===== config.mk =====
export PLATFORM = sky130hd
export DESIGN_NAME = sii_cdc_hs_tx
export DESIGN_NICKNAME = d
export VERILOG_FILES = /design/src/rtl/sii_cdc_hs_tx.sv
export SDC_FILE = /design/constraint.sdc
export NUM_CORES = 1
export LEC_CHECK = 0
export CAP_MARGIN = 5
export CORE_ASPECT_RATIO = 1.4
export CORE_MARGIN = 3
export CORE_UTILIZATION = 37
export CTS_CLUSTER_DIAMETER = 30
export CTS_CLUSTER_SIZE = 12
export DETAILED_ROUTE_END_ITERATION = 10
export PLACE_DENSITY_LB_ADDON = 0.08
export SLEW_MARGIN = 15
export SYNTH_ARGS = -nofsm -noshare
export SYNTH_HDL_FRONTEND = slang
export SYNTH_SLANG_ARGS = --single-unit

===== constraint.sdc =====
create_clock -name clk -period 1.35 [get_ports clk]
set_input_delay 0.27 -clock clk [delete_from_list [all_inputs] [get_ports clk]]
set_output_delay 0.27 -clock clk [all_outputs]
set_load 0.02 [all_outputs]

===== src/rtl/sii_cdc_hs_tx.sv =====
// Source-domain end of a 4-phase req/ack handshake carrying one word into another clock domain.
// ack_i is resynchronized through SYNC_STAGES flops (must be 2 or more); at most one word is in flight.
module sii_cdc_hs_tx #(
   parameter int DATA_WIDTH  = 32,
   parameter int SYNC_STAGES = 2
) (
   input  logic                  clk,
   input  logic                  rst_n,
   input  logic                  src_valid,
   input  logic [DATA_WIDTH-1:0] src_data,
   output logic                  src_ready,
   output logic                  req_o,
   output logic [DATA_WIDTH-1:0] data_o,
   input  logic                  ack_i,
   output logic                  busy,
   output logic                  proto_err
);

   // state | meaning
   // IDLE  | waiting for a word; refuses one while the synchronized ack is still high
   // REQ   | req_o high, data_o held, waiting for the synchronized ack to rise
   // REL   | req_o low, waiting for the synchronized ack to fall
   typedef enum logic [1:0] {
      IDLE = 2'd0,
      REQ  = 2'd1,
      REL  = 2'd2
   } state_t;

   state_t                 state;
   logic [SYNC_STAGES-1:0] ack_sync;
   logic                   ack_s;

   always_ff @(posedge clk or negedge rst_n) begin
      if (!rst_n) begin
         ack_sync <= '0;
      end else begin
         ack_sync <= {ack_sync[SYNC_STAGES-2:0], ack_i};
      end
   end

   assign ack_s     = ack_sync[SYNC_STAGES-1];
   assign src_ready = (state == IDLE) && !ack_s;
   assign busy      = (state != IDLE);

   always_ff @(posedge clk or negedge rst_n) begin
      if (!rst_n) begin
         state     <= IDLE;
         req_o     <= 1'b0;
         data_o    <= '0;
         proto_err <= 1'b0;
      end else begin
         case (state)
            IDLE: begin
               // A stray ack while idle is flagged; src_ready stays low until it clears.
               if (ack_s) begin
                  proto_err <= 1'b1;
               end else if (src_valid) begin
                  data_o <= src_data;
                  req_o  <= 1'b1;
                  state  <= REQ;
               end
            end
            REQ: begin
               if (ack_s) begin
                  req_o <= 1'b0;
                  state <= REL;
               end
            end
            REL: begin
               if (!ack_s) begin
                  state <= IDLE;
               end
            end
            default: begin
               req_o <= 1'b0;
               state <= IDLE;
            end
         endcase
      end
   end

endmodule


==> results.md <==
- Highest Clock Rate: around 680 MHz
- Final Net Count: roughly 210
- First-pass GRT wire length: roughly 5.7 mm
- Cts bufs inserted: 5
- Worst-Margin Slew: 432 ps
- WP data arrival: between 1500 and 2000 ps
- Number of H-tree levels: 2
- Share of layout cells above drive strength 1: 34.1%
- Synth area leader: dfrtp_1
- Startpoint types: flip-flop
- Initial DRC count: 18
- Initial Util: between 30% and 40%
- Overall routing resource usage: between 10% and 20%
- DIE AREA: just over 0.005 sq mm
- Largest net degree at the start of global routing: 22
- Cell variety after synth: 15
- Vias in the first global route: 1185
- Final setup violation count: 34
- CP max FO: 7
- Antenna violations before repair: 0
- Router iterations before antenna repair: 4
- Die Y: ~83 um
- Multi-input gate area: 554 sq um
- Max Transition Viols Final: 0
- Root buf cell: clkbuf_8
- DIE WIDTH: between 60 and 70 um
- RSZ-0062 raised after global routing: yes
- Antenna Nets Post-Route: 0
- DRC: 0
- Critical Path RT: between 1500 and 2000 ps
- GP Congestion: ~0.70
- Hold-critical path depth: 0
- Synth top area share: 60.4%
- YS warnings: 0
- Clock Path Buffers: 2
- Overflow after GRT: 0
- Core area: slightly above 0.004 sq mm
- Clock latency on the worst-skew pair: around 280 ps
- CTS tree: built
- Per-cell routed wire length: ~16 um
- Finished Core Util: a little under two thirds
- Final hold violation count: 0
- Antenna cells: 0
- Worst min-delay path class: flip-flop to flip-flop
- Row cnt: 27
- Post-Layout Cell Count: between 200 and 250
- Routed vias: slightly above 1000
- Failing checks: setup timing
- Reg area: approximately 950 sq um
- P_leak: ~0.0012 uW
- Post-Synthesis Cells: 87
- I/O pin cnt: 72
- Post-DP HPWL: roughly 2.6 mm
- Status: complete, but fails checks
- Critical path class: flip-flop to flip-flop
- Area Growth Syn to Fin: 62.2%
- Max-Slew Margin vs Limit: between 70 and 80%
- Fill count: about 330
- WL final: between 3 and 4 mm
- Final setup margin: -127 ps
- Clk sinks: 38
- Peak supply drop: around 0.94 mV
- Dpl cells: slightly above 200
- FF-to-FF path depth: 4
- FF+latch count, synth: 38
- Pwr dens: 1690 mW/mm^2
- Net Count, Synth: ~120
- # Max-Cap Violations: 0
- FF-to-FF setup slack: -130 ps
- Setup crit end kind: flip-flop
- Fin crit share: 109%
- Layout Skew: between 4 and 5 ps
- Area contributors post-synth: dfrtp_1 60%, mux2_4 29%, buf_12 3.8%, mux2_2 1.4%, buf_6 0.72%
- Vias per cell: between 4 and 5
- Syn_area_per_cell: roughly 18 sq um
- Seq/Total Area, Yosys: 60.4%
- Tmin final: 1480 ps
- Post-Syn Area: between 0.0015 and 0.002 sq mm
- I/O Buffers: between 70 and 80
- Worst-path clk slew: 70 ps
through the flow:
stage / TNS, ps / hold WS, ps / power (uW) / worst slack (ps) / cell area, sq um
after floorplan: -7490 / -25.6 / 2500 / -240 / 1580
after global placement: -6230 / 224 / 3300 / -203 / 2360
after detailed placement: -6730 / 229 / 3340 / -222 / 2360
after CTS: -4380 / 361 / 4330 / -208 / 2490
after global routing: -5320 / 360 / 4520 / -177 / 2550
final: -3490 / 354 / 4310 / -127 / 2550
worst max-delay path: stages (launching register included):
cell and delay (ps):
dfrtp_1 410, nor3_4 210, and2_4 260, clkbuf_16 190, mux2_4 290
Yosys cell counts, drive strengths merged:
cell   number
dfrtp      38
mux2       32
buf         4
inv         3
and2        2
nor2        2
nor3        2
a21o        1
a21oi       1
o32ai       1
xor2        1
cell families (layout without fill, tap and decap cells):
logic type | count (synthesis) | count (layout) | synth area share, %
xor+xnor | 1 | 1 | 0.557
compound gates | 3 | 3 | 1.35
mux | 32 | 32 | 30.0
simple gates | 6 | 6 | 2.38
buf+inv | 7 | 96 | 5.25
flops | 38 | 38 | 60.4
state kept, by name, indices dropped and copies added, names as in the netlist:
signal,cells
ack_sync,2
proto_err,1
state,2
req_o,1
data_o,32
cells in the final DEF, fill, tap and decap left out, drive strengths merged:
| master | n |
|---|---|
| dlygate4sd2 | 34 |
| dfrtp | 38 |
| clkdlybuf4s50 | 34 |
| nor3 | 2 |
| bufinv | 2 |
| a21o | 1 |
| buf | 15 |
| and2 | 2 |
| inv | 3 |
| dlygate4sd3 | 1 |
| nor2 | 2 |
| xor2 | 1 |
| o32ai | 1 |
| clkbuf | 7 |
| mux2 | 32 |
| a21oi | 1 |
layer usage:
layer	part of all wire, %	GRT usage, %
met1	39	17.7
met2	54	25.4
met3	5.5	3.42
met4	1.4	5.92
met5	0	0
final cells by class:
cell class                 instances  area share [%]
sequential                        38            37.3
timing repair buffer              85            32.8
multi-input combinational         42            21.7
clock buffer                       6            3.24
clock inverter                     2            2.35
tap                               43            2.11
inverter                           3           0.441
where the power goes:
part           switching (uW)  leakage, uW  total (uW)  internal, uW
Clock                     377    0.0000714        1160           788
Sequential                172     0.000444        1610          1440
Combinational             705     0.000688        1540           832
final timing paths:
| kind | startpoint | endpoint |
|---|---|---|
| max | state[1]$_DFFE_PN0P_ | data_o[31]$_DFFE_PN0P_ |
| min | ack_sync[0]$_DFF_PN0_ | ack_sync[1]$_DFF_PN0_ |
| max reg2reg | state[1]$_DFFE_PN0P_ | data_o[31]$_DFFE_PN0P_ |
| min reg2reg | ack_sync[0]$_DFF_PN0_ | ack_sync[1]$_DFF_PN0_ |
| max in group asynchronous | rst_n | state[0]$_DFFE_PN0P_ |
| min in group asynchronous | rst_n | data_o[23]$_DFFE_PN0P_ |
repair_timing:
item,in CTS,in global routing
resized for setup,41,5
buffers inserted,0,4
setup endpoints to repair,66,34
cloned,1,1
pin swaps,2,2
hold endpoints to repair,17,0
hold buffers,1,0
Note: power is estimated with default switching activity, not from simulation.
